### src/rtl/alu_op_sequencer_if.sv
// Bundle of request, ALU and result signals between the ALU op sequencer
// and its surroundings. The slave side is the sequencer itself. The master
// side is the environment that issues requests, evaluates the ALU and
// consumes results.
interface alu_op_sequencer_if;
  // upstream request
  logic       in_valid;
  logic       in_ready;
  logic [4:0] in_x;
  logic [4:0] in_y;
  logic [1:0] in_s;
  logic       in_cin;
  // ALU operand drive and result return
  logic [4:0] alu_x;
  logic [4:0] alu_y;
  logic [1:0] alu_s;
  logic       alu_cin;
  logic [4:0] alu_f;
  logic       alu_cout;
  // downstream result
  logic       out_valid;
  logic       out_ready;
  logic [4:0] out_f;
  logic       out_cout;
  logic       out_err;
  logic [7:0] op_count;

  modport master (
    output in_valid, in_x, in_y, in_s, in_cin,
    input  in_ready,
    input  alu_x, alu_y, alu_s, alu_cin,
    output alu_f, alu_cout,
    input  out_valid, out_f, out_cout, out_err, op_count,
    output out_ready
  );

  modport slave (
    input  in_valid, in_x, in_y, in_s, in_cin,
    output in_ready,
    output alu_x, alu_y, alu_s, alu_cin,
    input  alu_f, alu_cout,
    output out_valid, out_f, out_cout, out_err, op_count,
    input  out_ready
  );
endinterface

### src/rtl/alu_op_sequencer.sv
// ALU operation sequencer. It accepts one operation and holds the operands
// stable on the ALU for SETTLE_CYCLES clocks. It then captures the result
// and presents it until downstream takes it. Results taken downstream are
// counted, and the count wraps modulo 256.
module alu_op_sequencer #(
  parameter int SETTLE_CYCLES = 1  // legal range 1..15
) (
  input  logic              clk,
  input  logic              rst_n,
  alu_op_sequencer_if.slave bus
);

  typedef enum logic [1:0] {
    IDLE   = 2'd0,
    SETTLE = 2'd1,
    DONE   = 2'd2
  } state_t;

  // The counter reaches this value on the edge that captures the result.
  localparam logic [3:0] LAST_CNT = 4'(SETTLE_CYCLES - 1);

  state_t     state_reg;
  logic [3:0] cnt_reg;
  logic [4:0] alu_x_reg;
  logic [4:0] alu_y_reg;
  logic [1:0] alu_s_reg;
  logic       alu_cin_reg;
  logic       out_valid_reg;
  logic [4:0] out_f_reg;
  logic       out_cout_reg;
  logic       out_err_reg;
  logic [7:0] op_count_reg;

  // Accept only in IDLE; all other request activity is ignored.
  assign bus.in_ready  = (state_reg == IDLE);
  assign bus.alu_x     = alu_x_reg;
  assign bus.alu_y     = alu_y_reg;
  assign bus.alu_s     = alu_s_reg;
  assign bus.alu_cin   = alu_cin_reg;
  assign bus.out_valid = out_valid_reg;
  assign bus.out_f     = out_f_reg;
  assign bus.out_cout  = out_cout_reg;
  assign bus.out_err   = out_err_reg;
  assign bus.op_count  = op_count_reg;

  // Sequencer FSM: accept -> settle -> hold result until handshake.
  always_ff @(posedge clk or negedge rst_n) begin
    if (!rst_n) begin
      state_reg     <= IDLE;
      cnt_reg       <= 4'd0;
      alu_x_reg     <= 5'd0;
      alu_y_reg     <= 5'd0;
      alu_s_reg     <= 2'd0;
      alu_cin_reg   <= 1'b0;
      out_valid_reg <= 1'b0;
      out_f_reg     <= 5'd0;
      out_cout_reg  <= 1'b0;
      out_err_reg   <= 1'b0;
      op_count_reg  <= 8'd0;
    end else begin
      case (state_reg)
        IDLE: begin
          if (bus.in_valid) begin
            alu_x_reg   <= bus.in_x;
            alu_y_reg   <= bus.in_y;
            alu_s_reg   <= bus.in_s;
            alu_cin_reg <= bus.in_cin;
            cnt_reg     <= 4'd0;
            state_reg   <= SETTLE;
          end
        end
        SETTLE: begin
          cnt_reg <= cnt_reg + 4'd1;
          if (cnt_reg == LAST_CNT) begin
            out_f_reg     <= bus.alu_f;
            out_cout_reg  <= bus.alu_cout;
            // Add/subtract with cin=0 gives an undefined ALU result. The
            // operation still completes, but the result is flagged.
            out_err_reg   <= (alu_s_reg == 2'b11) && !alu_cin_reg;
            out_valid_reg <= 1'b1;
            state_reg     <= DONE;
          end
        end
        DONE: begin
          if (bus.out_ready) begin
            out_valid_reg <= 1'b0;
            op_count_reg  <= op_count_reg + 8'd1;
            state_reg     <= IDLE;
          end
        end
        default: state_reg <= IDLE;
      endcase
    end
  end

endmodule
### src/flat_wrapper.sv
// flat-port wrapper written by rule: the top's interface ports become plain ports
module alu_op_sequencer_flat 
#(
  parameter int SETTLE_CYCLES = 1                      
)
  (clk, rst_n, bus_in_valid, bus_in_x, bus_in_y, bus_in_s, bus_in_cin, bus_in_ready, bus_alu_x, bus_alu_y, bus_alu_s, bus_alu_cin, bus_alu_f, bus_alu_cout, bus_out_valid, bus_out_f, bus_out_cout, bus_out_err, bus_op_count, bus_out_ready);
  alu_op_sequencer_if bus_i ();
  input  logic clk;
  input  logic rst_n;
  input wire logic [$bits(bus_i.in_valid)-1:0] bus_in_valid;
  input wire logic [$bits(bus_i.in_x)-1:0] bus_in_x;
  input wire logic [$bits(bus_i.in_y)-1:0] bus_in_y;
  input wire logic [$bits(bus_i.in_s)-1:0] bus_in_s;
  input wire logic [$bits(bus_i.in_cin)-1:0] bus_in_cin;
  output wire logic [$bits(bus_i.in_ready)-1:0] bus_in_ready;
  output wire logic [$bits(bus_i.alu_x)-1:0] bus_alu_x;
  output wire logic [$bits(bus_i.alu_y)-1:0] bus_alu_y;
  output wire logic [$bits(bus_i.alu_s)-1:0] bus_alu_s;
  output wire logic [$bits(bus_i.alu_cin)-1:0] bus_alu_cin;
  input wire logic [$bits(bus_i.alu_f)-1:0] bus_alu_f;
  input wire logic [$bits(bus_i.alu_cout)-1:0] bus_alu_cout;
  output wire logic [$bits(bus_i.out_valid)-1:0] bus_out_valid;
  output wire logic [$bits(bus_i.out_f)-1:0] bus_out_f;
  output wire logic [$bits(bus_i.out_cout)-1:0] bus_out_cout;
  output wire logic [$bits(bus_i.out_err)-1:0] bus_out_err;
  output wire logic [$bits(bus_i.op_count)-1:0] bus_op_count;
  input wire logic [$bits(bus_i.out_ready)-1:0] bus_out_ready;
  assign bus_i.in_valid = bus_in_valid;
  assign bus_i.in_x = bus_in_x;
  assign bus_i.in_y = bus_in_y;
  assign bus_i.in_s = bus_in_s;
  assign bus_i.in_cin = bus_in_cin;
  assign bus_in_ready = bus_i.in_ready;
  assign bus_alu_x = bus_i.alu_x;
  assign bus_alu_y = bus_i.alu_y;
  assign bus_alu_s = bus_i.alu_s;
  assign bus_alu_cin = bus_i.alu_cin;
  assign bus_i.alu_f = bus_alu_f;
  assign bus_i.alu_cout = bus_alu_cout;
  assign bus_out_valid = bus_i.out_valid;
  assign bus_out_f = bus_i.out_f;
  assign bus_out_cout = bus_i.out_cout;
  assign bus_out_err = bus_i.out_err;
  assign bus_op_count = bus_i.op_count;
  assign bus_i.out_ready = bus_out_ready;
  alu_op_sequencer #(.SETTLE_CYCLES(SETTLE_CYCLES)) u_core (.clk(clk), .rst_n(rst_n), .bus(bus_i));
endmodule
### config.mk
export PLATFORM = sky130hd
export DESIGN_NAME = alu_op_sequencer_flat
export DESIGN_NICKNAME = d
export VERILOG_FILES = /design/src/rtl/alu_op_sequencer_if.sv /design/src/rtl/alu_op_sequencer.sv /design/src/flat_wrapper.sv
export SDC_FILE = /design/constraint.sdc
export NUM_CORES = 1
export LEC_CHECK = 0
export CAP_MARGIN = 0
export CORE_MARGIN = 4
export CORE_UTILIZATION = 47
export DETAILED_ROUTE_END_ITERATION = 7
export GPL_TIMING_DRIVEN = 0
export PLACE_DENSITY = 0.88
export SLEW_MARGIN = 20
export SYNTH_ARGS = -nofsm -noshare
export SYNTH_HDL_FRONTEND = slang
export SYNTH_SLANG_ARGS = --single-unit
### constraint.sdc
create_clock -name clk -period 2.5 [get_ports clk]
set_input_delay 0.25 -clock clk [delete_from_list [all_inputs] [get_ports clk]]
set_output_delay 0.25 -clock clk [all_outputs]
set_load 0.05 [all_outputs]
## After elaboration in Yosys (flattened, before gate mapping)

Cells that the tools add are included.
Widths: inputs -> output; s select.

| word-level totals | value |
|---|---|
| memories kept | 0 |
| RAM bits | 0 |
| input bits | 23 |
| latch bits | 0 |
| bits in read-only memories | 0 |
| register bits after elaboration | 35 |
| output and inout bits | 30 |
| logic and storage cells | 40 |

| operators by class | value |
|---|---|
| bitwise gates (word level) | 0 |
| multiply operators | 0 |
| order comparisons | 0 |
| shifts and indexed selects | 0 |
| div/mod/pow operators | 0 |
| reductions and logical operators | 12 |
| $add $sub $neg | 2 |
| multiplexer cells | 9 |
| equality and inequality tests | 6 |

Operators with widths:

| kind | count |
|---|---|
| $add 8x1->8 const B | 1 |
| $pmux 4 s2 | 1 |
| $reduce_and 2->1 | 4 |
| $mux 2 | 3 |
| $pmux 2 s3 | 1 |
| $reduce_and 3->1 | 2 |
| $add 4x1->4 const B | 1 |
| $eq 2x2->1 const B | 2 |
| $logic_not 4->1 | 1 |
| $mux 4 | 1 |
| $ne 2x2->1 const B | 2 |
| $reduce_bool 2->1 | 2 |
| $eq 2x1->1 const B | 1 |
| $logic_not 2->1 | 1 |
| $mux 1 | 2 |
| $ne 2x1->1 const B | 1 |
| $pmux 1 s2 | 1 |
| $logic_and 1x1->1 | 1 |
| $logic_not 1->1 | 1 |

## Longest topological paths before layout

Gate-level depths: netlist (run 1).

| depth | value |
|---|---|
| depth after elaboration | 3 |
| depth in mapped cells | 5 |
| gate-level depth less buffers | 5 |

## Worst setup path after synthesis (run 1)

No wires, ideal clock.

| path | value |
|---|---|
| kind | reg2reg |
| start point | register u_core.state_reg[0] |
| end point | register u_core.alu_cin_reg (netlist: u_core.bus.alu_cin) |
| data required time | 2375 ps |
| buffers on the path | 2 |
| cell stages (with the launch flop) | 6 |
| slack | 703 ps |
| data arrival time | 1672 ps |
| setup time | 125 ps |
| period minus slack after synthesis | 1797 ps |
| cells stage by stage | dfrtp_1 buf_4 nor2_2 and2_4 buf_6 mux2_4 |

| between the ends | value |
|---|---|
| cells in the longest elaborated chain, start to end | 2 |

Ends and longest elaborated chain:

| element | line | RTL |
|---|---|---|
| start, declared | alu_op_sequencer.sv:22 | `state_t state_reg;` |
| start signal, assigned | alu_op_sequencer.sv:49 | `state_reg <= IDLE;` |
| start signal, assigned | alu_op_sequencer.sv:69 | `state_reg <= SETTLE;` |
| start signal, assigned | alu_op_sequencer.sv:81 | `state_reg <= DONE;` |
| $logic_not 2->1 | -- |  |
| named net bus_in_ready | flat_wrapper.sv:15 | `output wire logic [$bits(bus_i.in_ready)-1:0] bus_in_ready;` |
| $reduce_and 2->1 (no source line) | -- |  |
| end signal, assigned | alu_op_sequencer.sv:67 | `alu_cin_reg <= bus.in_cin;` |
| end, declared | alu_op_sequencer.sv:27 | `logic alu_cin_reg;` |

The timed path passes the listed nets, and every way through them passes these cells.
A chain may end at the register's enable or synchronous reset.

## Worst setup path after layout (run 1)

| path | value |
|---|---|
| start point | register u_core.state_reg[0] |
| end point | output port bus_in_ready |

| between the ends | value |
|---|---|
| cells in the longest elaborated chain, start to end | 1 |

Ends and longest elaborated chain:

| element | line | RTL |
|---|---|---|
| $logic_not 2->1 | alu_op_sequencer.sv:35 | `assign bus.in_ready = (state_reg == IDLE);` |
| end, declared | flat_wrapper.sv:15 |  |

Every way passes these cells.

==> results of run 1 <==
## report_power, final
group          total [mW]  internal (mW)  switching [mW]  leakage (nW)
clock network       0.402          0.210           0.192        0.0452
registers           0.973          0.805           0.168         0.430
logic                1.80          0.731            1.07         0.485
total                3.18           1.75            1.43         0.960
## placed cells by master, fill, tap and decap left out, types with 2 or more instances in the layout
cell	n
a22o_1	2
xor2_1	4
xnor2_1	3
dfrtp_1	35
mux2_2	12
nand2_1	6
nand2b_1	2
inv_1	2
clkbuf_4	5
ha_1	3
nor3_1	2
mux2_4	10
nor2_1	3
nand3_1	5
o21ai_0	2
clkdlybuf4s50_1	51
## logic make-up after synthesis
kind of cell             count (synthesis)  share of synthesized area, %
flip-flops                              35                          59.0
multiplexers                            22                          19.2
buffers and inverters                    4                          1.77
adder cells (fa/ha/maj)                  3                          2.53
AND/OR/NAND/NOR                         27                          10.1
AO/OA/AOI/OAI                            7                          3.29
XOR/XNOR                                 7                          4.13
## worst max-delay path by stage
stage / cells after the start / end / from
3_3_place_gp: 1 / u_core.bus.op_count[4] / rst_n
5_1_grt: 3 / bus_in_ready / u_core.state_reg[0]
2_1_floorplan: 5 / u_core.bus.alu_cin / u_core.state_reg[0]
3_5_place_dp: 3 / bus_in_ready / u_core.state_reg[0]
6_report: 3 / bus_in_ready / u_core.state_reg[0]
4_1_cts: 3 / bus_in_ready / u_core.state_reg[0]
## synthesized netlist by cell type, types with 2 or more instances
| library cell | instances | share of area, % |
|---|---|---|
| xor2_1 | 4 | 2.4 |
| nand2_1 | 6 | 1.5 |
| mux2_2 | 12 | 9.1 |
| nand3_1 | 5 | 1.7 |
| inv_1 | 2 | 0.51 |
| o21ai_0 | 2 | 0.67 |
| xnor2_1 | 3 | 1.8 |
| nand2b_1 | 2 | 0.84 |
| dfrtp_1 | 35 | 59 |
| nor3_1 | 2 | 0.67 |
| ha_1 | 3 | 2.5 |
| a22o_1 | 2 | 1.2 |
| nor2_1 | 3 | 0.76 |
| mux2_4 | 10 | 10 |
## cell type report
class | instances | area (um^2)
Inverter | 2 | 7.51
Clock buffer | 5 | 37.5
Sequential cell | 35 | 876
Multi-Input combinational cell | 66 | 583
Tap cell | 44 | 55.1
Fill cell | 198 | 881
Clock inverter | 3 | 43.8
Timing Repair Buffer | 53 | 526
Buffer | 2 | 18.8
## what timing repair did
item	in CTS	in global routing
endpoints found under the hold margin	35	0
resized for setup	0	0
hold buffers	1	0
## routing by layer
metal | GRT usage [%] | vias up | part of all wire, %
met5 | 0 | - | 0
met4 | 5.80 | 0 | 2.1
met3 | 7.38 | 8 | 8.5
met2 | 25.7 | 46 | 46
met1 | 20.0 | 487 | 43
li1 | - | 486 | -
==> impl_metrics.toml, run 1 <==
[run_status]
status = "complete, no violations"

[global_route]
grt_pass1_wl_um = 5130
gr-total-overflow = 0
grt_antenna_before_repair = 0
grt_start_max_net_pins = 36
grt_util_all_layers_pct = 16.4
first_global_vias = 1097

[die]
die_h_um = 64.2
die_w_um = 64.2
fp.dieArea_um2 = 4120
io_pins = 53
initial_utilization_pct = 49.0
fp-row-count = 20
coreArea_um2 = 3030

[hold_path]
hp-class = "flop to flop"
worstHoldPathCells = 1
whs_endpoint = "u_core.bus.op_count[6]"
holdCritStartpoint = "u_core.bus.op_count[6]"

[sta]
period_minus_slack_ns = 2.05
skew_ns = 0.0181
setup_violations = 0
rsz0062_at_grt = "no"
finalSetupTns_ns = 0
period_share_pct = 81.9
fmax_ghz = 0.488
final-max-slew-violation-count = 0
hold_viol_final = 0
setup_slack_ns = 0.452
tightest_slew_ns = 0.765
whs_ns = 0.505
slew_headroom_pct = 49.0

[flow_run]
drv_cap = 0

[setup_path]
worstPathArrival_ns = 1.80
crit_type = "flop to output pin"
reg2reg_slack_ns = 0.93
critical_path.max_stage_delay_ns = 0.81
crit_path_end_kind = "output pin"
reg2reg_to = "u_core.bus.out_f[2]"
worstPathCellList = "buf_4 > nor2_2 > clkdlybuf4s50_1"
rr_startpoint = "u_core.cnt_reg[1]"
path_buf_inv = 2
cp-start-kind = "flop"
cp_slowest_cell = "clkdlybuf4s50_1"
crit_required_ns = 2.25
ff2ff_path_depth = 5
cp_top_family = "buffers and inverters"
critPathMaxFanout = 10

[placement]
gp_congestion = 0.684
io_buffers = 52
placed_area_um2 = 2060
dp_hpwl_um = 2280
dp_cells = 201
post-place-ws_ns = 0.811

[clocking]
cts_tree = "yes"
clkTransAtPathRegs_ns = 0.10
cts_sinks = 35
cts_htree_levels = 2
post_cts_buffers = 0
cts-buffers-inserted = 5
cts-root-buf = "clkbuf_4"
clockBufferDepth = 2
insertion_delay_ns = 0.35

[synthesis]
synthArstFlopShare_pct = 100
syn_nets = 131
synth_area_per_cell_um2 = 14.1
ys_warn_count = 0
synth_area_um2 = 1490
synth_edf_count = 0
ys_seq_elements = 35
ys.flop_type = "dfrtp_1"
synth.distinct_cells = 28
ys_seq_area_share_pct = 59.0
syn_inst = 105

[drt]
first_pass_iters = 2
routed_wl_um = 3040
drc = 0
drt-initial-drc-count = 38
vias = 1027
routed_via_density = 4.89
drtAntennaViolNets = 0
wl_per_cell_um = 14.5

[power_and_ir_drop]
finalPower_mw = 3.18
peakVddDrop_uv = 696
power.density_nw_per_um2 = 1480
power.leakage_nw = 0.960

[layout]
diodes = 0
drive_gt1_share_pct = 22.3
utilization_pct = 70.9
final_area_um2 = 2150
largest_reg_flops = 8
fin_nets = 191
area_delta_synth_final_pct = 44.6
fin_cells = 210
No activity file was read; power rests on OpenSTA's default activity.
==> inputs of run 2 (changes only) <==
Settings changed: CORE_UTILIZATION 47 to 40, PLACE_DENSITY 0.88 to 0.8.
Clock period 2.5 ns to 1.8 ns, I/O delays scaled along.
==> impl_metrics.toml, run 2 (synthesis gave the netlist of run 1 again) <==
[run_status]
status = "complete, no violations"

[layout]
drive_gt1_share_pct = 22.2
largest_reg_flops = 8
area_delta_synth_final_pct = 46.3
final_area_um2 = 2170
fin_cells = 213
fillers = 274
layout_commonest_cell = "clkdlybuf4s50_1"
diodes = 0
fin_nets = 192
most-common-layout-cells = "50 x clkdlybuf4s50_1, 35 x dfrtp_1, 12 x mux2_2"

[setup_path]
endpoint = "bus_op_count[3]"
crit_required_ns = 1.62
rr_startpoint = "u_core.cnt_reg[1]"
reg2reg_slack_ns = 0.19
critical_path.max_stage_delay_ns = 0.85
worstPathArrival_ns = 1.58
cp_top_family = "buffers and inverters"
cp_slowest_cell = "clkdlybuf4s50_1"
crit_cells = 1
crit_type = "flop to output pin"
worstPathCellList = "clkdlybuf4s50_1"
cp-start-kind = "flop"
startpoint = "u_core.bus.op_count[3]"
crit_path_end_kind = "output pin"
path_buf_inv = 1
reg2reg_to = "u_core.bus.out_f[3]"
critPathMaxFanout = 6
ff2ff_path_depth = 5

[sta]
hold_viol_final = 0
fmax_ghz = 0.569
final-max-slew-violation-count = 0
setup_violations = 0
skew_ns = 0.00622
slew_headroom_pct = 65.4
period_share_pct = 97.6
tightest_slew_ns = 0.518
rsz0062_at_grt = "no"
period_minus_slack_ns = 1.76

[hold_path]
hp-class = "primary input to asynchronous set/reset pin"

[clocking]
cts-buffers-inserted = 5
clkTransAtPathRegs_ns = 0.07
cts_htree_levels = 2
cts_tree = "yes"
cts-root-buf = "clkbuf_8"
clockBufferDepth = 2
cts_sinks = 35
insertion_delay_ns = 0.28

[drt]
wl_per_cell_um = 14.1
drc = 0
routed_via_density = 4.86
vias = 1036
first_pass_iters = 4
top_layer = "met4"
drt-initial-drc-count = 51
wl_met3_um = 303
drtAntennaViolNets = 0
wl_met1_um = 1310
met2_length_um = 1370
routed_wl_um = 3000

[die]
die_w_um = 68.9
initial_utilization_pct = 42.8
fp.dieArea_um2 = 4750
io_pins = 53
die_h_um = 68.9
coreArea_um2 = 3470
fp-row-count = 21

[placement]
io_buffers = 52
placed_area_um2 = 2080
dp_cells = 204
gp_congestion = 0.744
dp_hpwl_um = 2230

[global_route]
first_global_vias = 1036
grt_pass1_wl_um = 4910
grt_start_max_net_pins = 31
gr-total-overflow = 0
grt_antenna_before_repair = 0
grt_util_all_layers_pct = 14.1

[power_and_ir_drop]
power.leakage_nw = 0.968
power.density_nw_per_um2 = 2020
peakVddDrop_uv = 792

[flow_run]
drv_cap = 0
-- run 2: cell types whose count changed in the layout (fill, tap and decap cells not counted), sizes merged --
cell,previous run,this run
clkinvlp,0,1
clkinv,2,1
buf,3,4
clkbuf,5,6
dlygate4sd2,0,1
bufinv,1,0
clkdlybuf4s50,51,50
-- run 2: stage by stage --
stage	setup WS [ns]	TNS (ns)	hold WS [ns]	util [%]	total power, mW
floorplan	0.00286	0	-0.116	-	3.07
global placement	-0.118	-4.06	0.461	59.5	3.82
detailed placement	0.178	0	0.0263	59.9	3.89
CTS	0.0369	0	0.271	62.6	4.44
global route	0.00341	0	0.284	62.6	4.65
finish	0.0435	0	0.266	62.6	4.39
-- run 2: area by class of cell --
type | count | area [um^2] | area share [%]
flip-flops and latches | 35 | 876 | 40.3
multi-input cells | 66 | 583 | 26.8
repair buffers | 54 | 544 | 25.1
clock buffers | 6 | 72.6 | 3.34
well taps | 46 | 57.6 | 2.65
plain buffers | 2 | 18.8 | 0.864
clock inverters | 2 | 12.5 | 0.576
inverters | 2 | 7.51 | 0.346
-- run 2: layer usage --
layer,GRT usage (%),vias up
met4,5.11,0
met3,4.86,3
li1,-,493
met1,16.9,495
met2,23.2,45
met5,0,-
-- run 2: power breakdown --
part	switching [mW]	total [mW]	internal (mW)
clock network	0.265	0.535	0.270
registers	0.236	1.36	1.12
logic	1.48	2.49	1.01
total	1.99	4.39	2.40
-- run 2: worst min path at each step --
stage	start	end	slack, ns	cells past startpoint
6_report	rst_n	u_core.bus.alu_y[4]	0.27	2
4_1_cts	rst_n	u_core.bus.alu_x[1]	0.27	2
3_5_place_dp	rst_n	u_core.bus.alu_x[1]	0.03	1
2_1_floorplan	rst_n	u_core.bus.alu_cin	-0.12	0
5_1_grt	rst_n	u_core.bus.alu_x[1]	0.28	2
3_3_place_gp	u_core.bus.op_count[7]	u_core.bus.op_count[7]	0.46	1
-- run 2: what timing repair did --
item                       CTS  global route
hold buffers                 1             0
hold endpoints to repair    35             0
buffers inserted             0             0
setup endpoints to repair    1             0
resized for setup            1             0
